$ cat src/rtl/game_2048_pkg.sv
// Shared types and constants for the 2048 move sequencer and its environment.
package game_2048_pkg;

    localparam int TILE_W = 12;

    typedef logic [TILE_W-1:0] tile_t;
    typedef tile_t [3:0][3:0]  board_t;   // [row][col], row 3 is the top row

    localparam logic [3:0] DIR_RIGHT = 4'b0001;
    localparam logic [3:0] DIR_LEFT  = 4'b0010;
    localparam logic [3:0] DIR_DOWN  = 4'b0100;
    localparam logic [3:0] DIR_UP    = 4'b1000;

    // Value of a freshly spawned seed tile.
    localparam tile_t SEED_TILE = tile_t'(2);

    typedef enum logic [2:0] {
        ST_SEED1,
        ST_SEED2,
        ST_IDLE,
        ST_ISSUE,
        ST_WAIT,
        ST_COMMIT,
        ST_CHECK,
        ST_OVER
    } seq_state_t;

endpackage

$ cat src/rtl/lfsr_8.sv
// Free-running 8-bit Fibonacci LFSR, polynomial x^8+x^6+x^5+x^4+1.
module lfsr_8 (
    input  logic       i_clk,
    input  logic       i_rst,
    input  logic [7:0] i_seed,
    output logic [7:0] o_q
);

    logic [7:0] r_q;
    logic       w_fb;

    // Taps at stages 8,6,5,4 (bits 7,5,4,3).
    assign w_fb = r_q[7] ^ r_q[5] ^ r_q[4] ^ r_q[3];

    // Shift every cycle; the seed is loaded only by reset.
    always_ff @(posedge i_clk or posedge i_rst) begin
        if (i_rst) begin
            r_q <= i_seed;
        end else begin
            r_q <= {r_q[6:0], w_fb};
        end
    end

    assign o_q = r_q;

endmodule

$ cat src/rtl/move_sequencer.sv
// Initiator side of the 2048 move-engine handshake: owns the board, turns
// button edges into move requests, commits results and tracks win/lose.
//
// Handshake: o_enable rises one cycle after ISSUE and stays high with
// o_direction/o_rand_pos stable until the engine's i_ready is sampled high
// (i_matrix_d is captured on that same edge). o_enable then stays high for
// the COMMIT cycle and falls, so a request is at least two cycles long.
// Without i_ready for TIMEOUT cycles the request is abandoned.
module move_sequencer
    import game_2048_pkg::*;
#(
    parameter int unsigned WIN_VALUE = 2048,
    parameter int unsigned TIMEOUT   = 64,
    parameter logic [7:0]  LFSR_SEED = 8'hA5
) (
    input  logic        i_clk,
    input  logic        i_rst,
    input  logic [3:0]  i_btn,
    input  logic        i_new_game,
    input  board_t      i_matrix_d,
    input  logic        i_ready,
    output logic        o_enable,
    output logic [3:0]  o_direction,
    output logic [3:0]  o_rand_pos,
    output board_t      o_matrix,
    output logic        o_busy,
    output logic        o_won,
    output logic        o_lost,
    output logic        o_timeout_err,
    output logic [15:0] o_move_count,
    output seq_state_t  o_state
);

    localparam int    CNT_W    = $clog2(TIMEOUT + 1);
    localparam tile_t WIN_TILE = tile_t'(WIN_VALUE);

    // Any tile equal to the winning value.
    function automatic logic board_won(input board_t b);
        logic f;
        f = 1'b0;
        for (int r = 0; r < 4; r++)
            for (int c = 0; c < 4; c++)
                if (b[r][c] == WIN_TILE) f = 1'b1;
        return f;
    endfunction

    // Lost when no empty cell and no orthogonally adjacent equal pair exist.
    function automatic logic board_lost(input board_t b);
        logic can_move;
        can_move = 1'b0;
        for (int r = 0; r < 4; r++)
            for (int c = 0; c < 4; c++)
                if (b[r][c] == '0) can_move = 1'b1;
        for (int r = 0; r < 4; r++)
            for (int c = 0; c < 3; c++)
                if (b[r][c] == b[r][c+1]) can_move = 1'b1;
        for (int r = 0; r < 3; r++)
            for (int c = 0; c < 4; c++)
                if (b[r][c] == b[r+1][c]) can_move = 1'b1;
        return !can_move;
    endfunction

    seq_state_t       r_state, w_state_nxt;
    board_t           r_board, w_board_nxt;
    board_t           r_result, w_result_nxt;
    logic             r_enable, w_enable_nxt;
    logic [3:0]       r_direction, w_direction_nxt;
    logic [3:0]       r_rand_pos, w_rand_pos_nxt;
    logic             r_busy, w_busy_nxt;
    logic             r_won, w_won_nxt;
    logic             r_lost, w_lost_nxt;
    logic             r_timeout_err, w_timeout_err_nxt;
    logic [15:0]      r_move_count, w_move_count_nxt;
    logic [CNT_W-1:0] r_wait_cnt, w_wait_cnt_nxt;
    logic [3:0]       r_btn_q, r_btn_qq;

    logic [7:0]       w_lfsr;
    logic [3:0]       w_lfsr_unused;
    logic [3:0]       w_pos;
    logic [3:0]       w_rise;
    logic             w_rise_valid;
    logic             w_won, w_lost;

    lfsr_8 u_lfsr (
        .i_clk  (i_clk),
        .i_rst  (i_rst),
        .i_seed (LFSR_SEED),
        .o_q    (w_lfsr)
    );

    assign w_pos         = w_lfsr[3:0];
    assign w_lfsr_unused = w_lfsr[7:4];
    assign w_rise        = r_btn_q & ~r_btn_qq;
    assign w_rise_valid  = $onehot(w_rise);
    assign w_won         = board_won(r_board);
    assign w_lost        = board_lost(r_board);

    // Two-stage button register: first stage samples, second gives the edge.
    always_ff @(posedge i_clk or posedge i_rst) begin
        if (i_rst) begin
            r_btn_q  <= '0;
            r_btn_qq <= '0;
        end else begin
            r_btn_q  <= i_btn;
            r_btn_qq <= r_btn_q;
        end
    end

    // State and registered-output update.
    always_ff @(posedge i_clk or posedge i_rst) begin
        if (i_rst) begin
            r_state       <= ST_SEED1;
            r_board       <= '0;
            r_result      <= '0;
            r_enable      <= 1'b0;
            r_direction   <= '0;
            r_rand_pos    <= LFSR_SEED[3:0];
            r_busy        <= 1'b0;
            r_won         <= 1'b0;
            r_lost        <= 1'b0;
            r_timeout_err <= 1'b0;
            r_move_count  <= '0;
            r_wait_cnt    <= '0;
        end else begin
            r_state       <= w_state_nxt;
            r_board       <= w_board_nxt;
            r_result      <= w_result_nxt;
            r_enable      <= w_enable_nxt;
            r_direction   <= w_direction_nxt;
            r_rand_pos    <= w_rand_pos_nxt;
            r_busy        <= w_busy_nxt;
            r_won         <= w_won_nxt;
            r_lost        <= w_lost_nxt;
            r_timeout_err <= w_timeout_err_nxt;
            r_move_count  <= w_move_count_nxt;
            r_wait_cnt    <= w_wait_cnt_nxt;
        end
    end

    // Next-state and next-output logic; new_game overrides every state.
    always_comb begin
        w_state_nxt       = r_state;
        w_board_nxt       = r_board;
        w_result_nxt      = r_result;
        w_enable_nxt      = r_enable;
        w_direction_nxt   = r_direction;
        w_rand_pos_nxt    = r_rand_pos;
        w_won_nxt         = r_won;
        w_lost_nxt        = r_lost;
        w_timeout_err_nxt = r_timeout_err;
        w_move_count_nxt  = r_move_count;
        w_wait_cnt_nxt    = r_wait_cnt;

        if (i_new_game) begin
            w_state_nxt       = ST_SEED1;
            w_board_nxt       = '0;
            w_enable_nxt      = 1'b0;
            w_won_nxt         = 1'b0;
            w_lost_nxt        = 1'b0;
            w_timeout_err_nxt = 1'b0;
            w_move_count_nxt  = '0;
        end else begin
            case (r_state)
                ST_SEED1: begin
                    w_board_nxt[w_pos[3:2]][w_pos[1:0]] = SEED_TILE;
                    w_state_nxt = ST_SEED2;
                end
                ST_SEED2: begin
                    // Retry each cycle until the LFSR points at an empty cell.
                    if (r_board[w_pos[3:2]][w_pos[1:0]] == '0) begin
                        w_board_nxt[w_pos[3:2]][w_pos[1:0]] = SEED_TILE;
                        w_state_nxt = ST_IDLE;
                    end
                end
                ST_IDLE: begin
                    if (w_rise_valid) begin
                        w_direction_nxt   = w_rise;
                        w_rand_pos_nxt    = w_pos;
                        w_timeout_err_nxt = 1'b0;
                        w_state_nxt       = ST_ISSUE;
                    end
                end
                ST_ISSUE: begin
                    w_enable_nxt   = 1'b1;
                    w_wait_cnt_nxt = '0;
                    w_state_nxt    = ST_WAIT;
                end
                ST_WAIT: begin
                    if (i_ready) begin
                        w_result_nxt = i_matrix_d;
                        w_state_nxt  = ST_COMMIT;
                    end else if (r_wait_cnt == CNT_W'(TIMEOUT - 1)) begin
                        w_timeout_err_nxt = 1'b1;
                        w_enable_nxt      = 1'b0;
                        w_state_nxt       = ST_IDLE;
                    end else begin
                        w_wait_cnt_nxt = r_wait_cnt + 1'b1;
                    end
                end
                ST_COMMIT: begin
                    w_enable_nxt = 1'b0;
                    // A move that changes nothing is not counted.
                    if (r_result != r_board) begin
                        w_board_nxt = r_result;
                        if (r_move_count != 16'hFFFF)
                            w_move_count_nxt = r_move_count + 16'd1;
                    end
                    w_state_nxt = ST_CHECK;
                end
                ST_CHECK: begin
                    w_won_nxt   = w_won;
                    w_lost_nxt  = w_lost;
                    w_state_nxt = (w_won || w_lost) ? ST_OVER : ST_IDLE;
                end
                ST_OVER: begin
                    w_state_nxt = ST_OVER;
                end
                default: begin
                    w_state_nxt = ST_IDLE;
                end
            endcase
        end

        w_busy_nxt = !((w_state_nxt == ST_IDLE) || (w_state_nxt == ST_OVER));
    end

    assign o_enable      = r_enable;
    assign o_direction   = r_direction;
    assign o_rand_pos    = r_rand_pos;
    assign o_matrix      = r_board;
    assign o_busy        = r_busy;
    assign o_won         = r_won;
    assign o_lost        = r_lost;
    assign o_timeout_err = r_timeout_err;
    assign o_move_count  = r_move_count;
    assign o_state       = r_state;

endmodule

$ cat config.mk
export PLATFORM = sky130hd
export DESIGN_NAME = move_sequencer
export DESIGN_NICKNAME = d
export VERILOG_FILES = /design/src/rtl/game_2048_pkg.sv /design/src/rtl/lfsr_8.sv /design/src/rtl/move_sequencer.sv
export SDC_FILE = /design/constraint.sdc
export NUM_CORES = 1
export LEC_CHECK = 0
export CAP_MARGIN = 20
export CORE_MARGIN = 2
export CORE_UTILIZATION = 49
export CTS_CLUSTER_SIZE = 40
export DETAILED_ROUTE_END_ITERATION = 10
export GPL_TIMING_DRIVEN = 0
export PLACE_DENSITY = 0.78
export SLEW_MARGIN = 20
export SYNTH_ARGS = -nofsm -noshare
export SYNTH_HDL_FRONTEND = slang
export SYNTH_SLANG_ARGS = --single-unit
$ cat constraint.sdc
create_clock -name i_clk -period 15.6 [get_ports i_clk]
set_input_delay 3.12 -clock i_clk [delete_from_list [all_inputs] [get_ports i_clk]]
set_output_delay 3.12 -clock i_clk [all_outputs]
set_load 0.02 [all_outputs]
; Word-level counts from Yosys, hierarchy flattened
; Cells that the tools add are included.
; W data, S select, Z words.
[word_totals]
in_bits = 200
ff_bits = 439
wordCells = 257
[op_classes]
n_reduce_logical = 39
mux = 95
bitwise_logic = 9
eq_ne = 60
order_cmp = 4
addsub = 5
[ops]
columns = cell, n
row1 = $mux W192, 3
row2 = $pmux W192 S3, 1
row3 = $eq A12 B12 Y1, 24
row4 = $logic_not A12 Y1, 17
row5 = $eq A12 B12 Y1 const B, 16
row6 = $ne A192 B192 Y1, 1
row7 = $and A176 B176 Y176, 1
row8 = $not A176 Y176, 1
row9 = $bmux W48 S2, 1
row10 = $demux W48 S2, 1
row11 = $mux W48, 2
row12 = $mux W1, 67
row13 = $mux W16, 4
row14 = $bmux W12 S2, 1
row15 = $demux W12 S2, 1
row16 = $mux W12, 2
row17 = $pmux W3 S8, 1
row18 = $mux W3, 6
row19 = $add A16 B1 Y16 const B, 1
row20 = $ne A16 B16 Y1 const B, 1
row21 = $or A16 B16 Y16, 1
row22 = $eq A3 B3 Y1 const B, 5
row23 = $ne A3 B3 Y1 const B, 5
row24 = $reduce_and A3 Y1, 5
row25 = 25 further kinds, 44

; Longest topological paths before layout
; Gate-level depths: netlist (run 1).
[logic_depth]
ltp_word = 49
depth_mapped = 12
mapped_depth_nobuf = 10

; Worst setup path after synthesis (run 1)
; OpenSTA, ideal clock, no wires.
[synth_timing]
kind = input port to flip-flop
from = input port i_new_game
to = register r_board, in the netlist o_matrix[145]
arrival_ns = 5.024
stages = 11
path_buffers = 4
setup_ns = 0.126
setup_slack_ns = 10.450
path_cell_list = clkbuf_1 > a2111oi_0 > nand4_1 > nor4_1 > and4_1 > clkbuf_1 > nand3_1 > clkbuf_1 > buf_1 > a31oi_1 > a21oi_1
[synth_between]
elab_chain_len = 2
[synth_lines]
columns = element, line
row1 = "start, declared", move_sequencer.sv:19  ; input logic i_new_game,
row2 = $ne A3 B3 Y1 (no source line) / $reduce_bool A4 Y1 (equally long branches), -
row3 = $reduce_and A3 Y1 (no source line), -
row4 = "end signal, assigned", move_sequencer.sv:126  ; r_board <= w_board_nxt;
row5 = "end, declared", move_sequencer.sv:64  ; board_t r_board, w_board_nxt;
; Parallel ways exist; a longest one is shown, timed or not.
; A chain may end at the register's enable or synchronous reset.

; Final worst setup path (run 1)
[layout_timing]
from = input port i_new_game
to = register r_board, in the netlist o_matrix[183]
; Same word-level chain as after synthesis.

==> results of run 1 <==
## critical path, delay by kind of cell
kind | cells | cell delay [ps]
AND/OR/NAND/NOR | 3 | 420
AO/OA/AOI/OAI | 3 | 1080
buffers and inverters | 5 | 2230
## registers in the layout, indices dropped and copies added (netlist names), 7 cells and up
name and flops:
o_matrix 192, r_wait_cnt 7, u_lfsr.o_q 8, r_result 192
o_move_count 16
## synth_stat cells (7+ instances only)
master	count
xor2_1	169
and4_1	7
inv_1	70
nor4_1	90
nand2b_1	34
o2111ai_1	10
a21oi_1	45
dfrtp_1	433
mux2_2	202
a2111o_1	10
o21ai_0	21
o211ai_4	11
or4_1	7
xnor2_1	229
nand4_1	86
nor3_1	33
a31oi_1	16
and3_1	7
buf_1	9
buf_2	15
clkbuf_1	231
nor2_1	66
a22o_1	180
buf_6	11
a2111oi_0	11
nand2_1	29
nand3_1	34
nor2b_1	75
o22ai_1	23
## where the power goes
| group | switching [uW] | total (uW) | leakage, uW | internal (uW) |
|---|---|---|---|---|
| Sequential | 108 | 1320 | 0.00603 | 1210 |
| Clock | 477 | 1230 | 0.000829 | 752 |
| Combinational | 296 | 505 | 0.00747 | 209 |
## cells by family after synthesis
family	after synthesis	share of synthesized area, %
simple gates	487	11.5
flops	439	45.5
xor+xnor	398	14.4
compound gates	368	12.5
buf+inv	340	5.77
mux	212	9.96
fa+ha+maj	5	0.290
## final cells by class
type                            count  area (um^2)
Antenna cell                        3         7.51
Buffer                            268         1120
Clock buffer                       69         1400
Clock inverter                     15          279
Fill cell                        3802        17700
Inverter                           72          278
Multi-Input combinational cell   1470        11800
Sequential cell                   439        11000
Tap cell                          664          831
Timing Repair Buffer              429         4370
## metrics by stage
stage	area [um^2]	utilization, %	hold WS (ps)	setup TNS, ps
detailed placement	29400	60.2	342	0
CTS	31000	63.7	358	0
floorplan	24100	-	333	0
finish	31100	63.7	356	0
global route	31100	63.7	376	0
global placement	29200	59.9	342	-1804360
## per-layer routing
layer | share of wire [%] | track usage, % | routed length [um]
met4 | 7.2 | 27.5 | 8180
met1 | 37 | 55.9 | 42200
met2 | 45 | 68.3 | 51200
met5 | 0.025 | 0 | 28
met3 | 11 | 11.9 | 12500
## worst paths after layout
path	from	endpoint	slack, ps
worst max-delay path	i_new_game	o_matrix[183]	9240
worst min-delay path	u_lfsr.o_q[6]	u_lfsr.o_q[7]	360
worst max register to register	o_matrix[126]	o_matrix[83]	10200
worst min register to register	u_lfsr.o_q[6]	u_lfsr.o_q[7]	360
max in group asynchronous	i_rst	r_result[133]	11410
min in group asynchronous	i_rst	r_result[28]	2870
==> impl_metrics.py, run 1 <==
metrics = {
    "worst_setup_path": {
        "path_max_fanout": 10,
        "endpoint_kind": "flop",
        "startpoint_type": "input port",
        "crit_arrival_ps": 6890,
        "r2r_cells": 12,
        "cp.required_ps": 16130,
        "cpPeakStageDelay_ps": 780,
        "timing.critical_path.cells": "clkbuf_1, a2111oi_1, clkdlybuf4s18_2, nand4_1, nor4_1, and4_1, clkbuf_1, a211oi_2, clkbuf_1, clkbuf_1, a22o_1",
        "crit_type": "in2reg",
        "cp_slowest_cell": "clkbuf_1",
        "crit_path_frequent_cell": "clkbuf_1",
    },
    "floorplan": {
        "fp.coreArea_um2": 48700,
        "die-area_um2": 51100,
        "start_util_pct": 49.5,
        "fp-row-count": 81,
        "die_w_um": 226,
        "die_height_um": 226,
        "io_pins": 424,
    },
    "grt": {
        "grt_pass1_vias": 21900,
        "grt_max_degree": 111,
        "grt_pass1_wl_um": 158000,
        "grtUsageTotal_pct": 44.4,
        "antenna_found_initial": 6,
        "overflow": 0,
    },
    "sta": {
        "layout_min_cycle_time_ps": 6360,
        "hold_viol_final": 0,
        "rsz0062_at_grt": "no",
        "skew_ps": 27.6,
        "clock.fmax_mhz": 157,
        "slew_violations": 0,
        "period_share_pct": 40.8,
        "fin_ws_ps": 9240,
        "slew_headroom_pct": 18.1,
        "worst_pin_slew_ps": 1220,
        "setup_viol": 0,
    },
    "power_and_ir_drop": {
        "cellPowerDensity_nw_per_um2": 98.4,
        "power_leakage_uw": 0.0143,
        "total_power_uw": 3060,
        "vdd_drop_max_mv": 0.106,
    },
    "detailed_routing": {
        "dr.pass1.iters": 8,
        "via_count": 21700,
        "vias_per_cell": 6.33,
        "post-route-drc-count": 0,
        "drtIter0Drc": 2834,
        "wl_per_cell_um": 33.3,
        "finalWirelength_um": 114000,
        "ant_nets": 0,
    },
    "yosys": {
        "synthTopCellsByArea": "dfrtp_1 (45%), mux2_2 (9.4%), xnor2_1 (8.3%)",
        "netlist_area_um2": 24100,
        "yosysTopAreaCell": "dfrtp_1",
        "syn_avg_cell_area_um2": 10.7,
        "ys_seq_elements": 439,
        "ys.flop_type": "dfrtp_1",
        "async_reset_ff_share_pct": 100,
        "yosysUniqueCellTypes": 62,
        "synth_top_area_share_pct": 44.9,
        "seq_area_frac_synth_pct": 45.5,
        "yosysWarnings": 0,
        "synthCells": 2249,
        "synth_edf_count": 0,
        "synth_nets": 2454,
    },
    "status": {
        "outcome": "finished, final reports clean",
    },
    "clock_network": {
        "cts_sinks": 439,
        "clk_pin_slew_worst_paths_ps": 60,
        "clk_path_buf_depth": 3,
        "ctsResizeCount": 0,
        "cts_max_level": 2,
        "ctsRootBufferMaster": "clkbuf_16",
        "cts_setup_buffers": 0,
        "hold_buffers": 0,
        "insertion_delay_ps": 600,
        "cts_buffers": 47,
        "cts_tree": "done",
    },
    "layout": {
        "final_cell_mix": "dfrtp_1 (433), clkdlybuf4s50_1 (422), clkbuf_1 (241)",
        "layout_commonest_cell": "dfrtp_1",
        "final_cell_count_no_fill": 3429,
        "drive_above_1_share_pct": 12.4,
        "layout.nets": 2932,
        "syn_to_final_growth_pct": 28.7,
    },
    "job": {
        "maxCapViolations": 0,
    },
    "min_path": {
        "hp-class": "reg2reg",
        "hold_path_depth": 0,
    },
    "placement": {
        "portBuffers": 422,
        "pre_cts_slack_ps": 8930,
        "placed_cells": 3341,
        "gp_congestion": 1.03,
        "dp_hpwl_um": 90300,
    },
}
(Power assumes the default switching activity.)
==> run 2, diff against run 1 <==
Clock period 15.6 ns to 5.51 ns, I/O delays scaled along.
==> impl_metrics.py, run 2 (synthesis gave the netlist of run 1 again) <==
metrics = {
    "status": {
        "outcome": "finished, final reports clean",
    },
    "grt": {
        "grtUsageTotal_pct": 45.2,
        "grt_busiest_layer": "met2",
        "grt_max_degree": 37,
        "grt_use_met3_pct": 11.1,
        "met2_usage_pct": 70.0,
        "overflow": 0,
        "antenna_found_initial": 6,
        "grt_pass1_vias": 21700,
        "grtUsageMet1_pct": 57.6,
        "grt_pass1_wl_um": 161000,
    },
    "worst_setup_path": {
        "timing.critical_path.cells": "clkbuf_1, xor2_1, nor4_2, nand4_1, nor4_1, and4_1, clkbuf_1, a211oi_2, clkbuf_1, clkbuf_1, buf_6, a22o_1",
        "startpoint_type": "flop",
        "crit_type": "reg2reg",
        "crit_arrival_ps": 5860,
        "endpoint_kind": "flop",
        "cpLargestDelayFamily": "simple AND/OR/NAND/NOR gates",
        "cp.buffers_inverters": 5,
        "cp.required_ps": 5990,
        "cp_slowest_cell": "nor4_2",
        "crit_path_frequent_cell": "clkbuf_1",
        "cpPeakStageDelay_ps": 770,
        "path_max_fanout": 10,
    },
    "clock_network": {
        "insertion_delay_ps": 610,
        "clk_pin_slew_worst_paths_ps": 60,
        "cts_sinks": 439,
        "clk_path_buf_depth": 3,
        "cts_buffers": 46,
        "cts_tree": "done",
        "ctsResizeCount": 0,
        "ctsRootBufferMaster": "clkbuf_16",
        "hold_buffers": 0,
        "cts_max_level": 2,
        "cts_setup_buffers": 0,
    },
    "layout": {
        "fillers": 3755,
        "seq_area_um2": 11000,
        "stdcell_area_um2": 31100,
        "final_cell_count_no_fill": 3436,
        "syn_to_final_growth_pct": 29.0,
        "final_cell_mix": "dfrtp_1 (433), clkdlybuf4s50_1 (422), clkbuf_1 (236)",
        "layout_commonest_cell": "dfrtp_1",
        "drive_above_1_share_pct": 12.8,
        "multi_input_area_um2": 11800,
        "layout.nets": 2938,
    },
    "floorplan": {
        "io_pins": 424,
        "fp.coreArea_um2": 48700,
        "die_w_um": 226,
        "die_height_um": 226,
        "fp-row-count": 81,
        "die-area_um2": 51100,
        "start_util_pct": 49.5,
    },
    "placement": {
        "postPlaceCellArea_um2": 29500,
        "placed_cells": 3348,
        "gp_congestion": 1.01,
        "dp_hpwl_um": 91700,
        "portBuffers": 422,
    },
    "detailed_routing": {
        "drtIter0Drc": 2854,
        "post-route-drc-count": 0,
        "ant_nets": 0,
        "finalWirelength_um": 116000,
        "vias_per_cell": 6.41,
        "via_count": 22000,
        "dr.pass1.iters": 6,
        "wl_per_cell_um": 33.8,
    },
    "sta": {
        "slew_violations": 0,
        "finalSetupTns_ps": 0,
        "setup_viol": 0,
        "period_share_pct": 97.5,
        "worst_pin_slew_ps": 1260,
        "hold_viol_final": 0,
        "clock.fmax_mhz": 186,
        "skew_ps": 24.2,
        "slew_headroom_pct": 15.9,
        "layout_min_cycle_time_ps": 5370,
        "rsz0062_at_grt": "no",
    },
    "power_and_ir_drop": {
        "clkPwrFrac_pct": 39.5,
        "p_int_uw": 6020,
        "comb_power_share_pct": 16.6,
        "vdd_drop_max_mv": 0.261,
        "swShare_pct": 29.5,
        "switchingPower_uw": 2520,
        "cellPowerDensity_nw_per_um2": 274,
        "power_leakage_uw": 0.0144,
        "power_frac_seq_pct": 43.9,
    },
    "min_path": {
        "hp-class": "reg2reg",
    },
    "job": {
        "maxCapViolations": 0,
    },
}
[run 2: cell count changes in the layout (fill, tap and decap cells not counted), moves of 2 or more]
cell and change:
buf_12 +13, bufinv_16 -4, buf_16 -4, clkbuf_8 +3, clkinvlp_4 +4, clkinv_4 +3, clkinv_2 +2, clkbuf_1 -5
[run 2: power groups by stage]
stage | Sequential [uW] | Combinational [uW] | Clock (uW)
floorplan | 3660 | 686 | 0
global placement | 3770 | 1320 | 0
detailed placement | 3780 | 1360 | 0
CTS | 3730 | 1380 | 3380
global route | 3750 | 1460 | 3500
finish | 3750 | 1410 | 3370
[run 2: final timing paths]
kind                               start  depth (start not counted)       endpoint  slack (ps)
max                         o_matrix[72]                         12   o_matrix[95]         140
min                        u_lfsr.o_q[6]                          0  u_lfsr.o_q[7]         360
max reg2reg                 o_matrix[72]                         12   o_matrix[95]         140
min reg2reg                u_lfsr.o_q[6]                          0  u_lfsr.o_q[7]         360
max in group asynchronous          i_rst                          8  r_result[159]        2700
min in group asynchronous          i_rst                          2   r_result[17]         950
[run 2: metal layers]
| layer | part of all wire (%) | up-vias |
|---|---|---|
| li1 | - | 8912 |
| met1 | 38 | 11200 |
| met2 | 45 | 1554 |
| met3 | 10 | 342 |
| met4 | 6.8 | 4 |
| met5 | 0.027 | - |
[run 2: final cells by class]
type,count,area share [%]
diodes,2,0.0161
plain buffers,268,3.61
clock buffers,67,4.57
clock inverters,18,0.671
inverters,72,0.880
multi-input cells,1470,37.8
flip-flops and latches,439,35.3
well taps,664,2.67
repair buffers,436,14.4
[run 2: worst register-to-register path, stage by stage, from the launching register on]
cell and delay (ps):
dfrtp_1 350, clkbuf_1 680, xor2_1 170, nor4_2 770, nand4_1 360, nor4_1 620, and4_1 380, clkbuf_1 270
a211oi_2 270, clkbuf_1 420, clkbuf_1 440, buf_6 290, a22o_1 240
[run 2: stage by stage]
step / utilization [%] / hold WS [ps] / setup slack, ps / total power, uW
global placement: 59.9 / 342 / -4030 / 5090
finish: 63.9 / 357 / 138 / 8540
global route: 63.9 / 364 / 270 / 8720
CTS: 63.8 / 356 / 43.4 / 8490
floorplan: - / 333 / -1520 / 4350
detailed placement: 60.5 / 338 / 64.0 / 5140
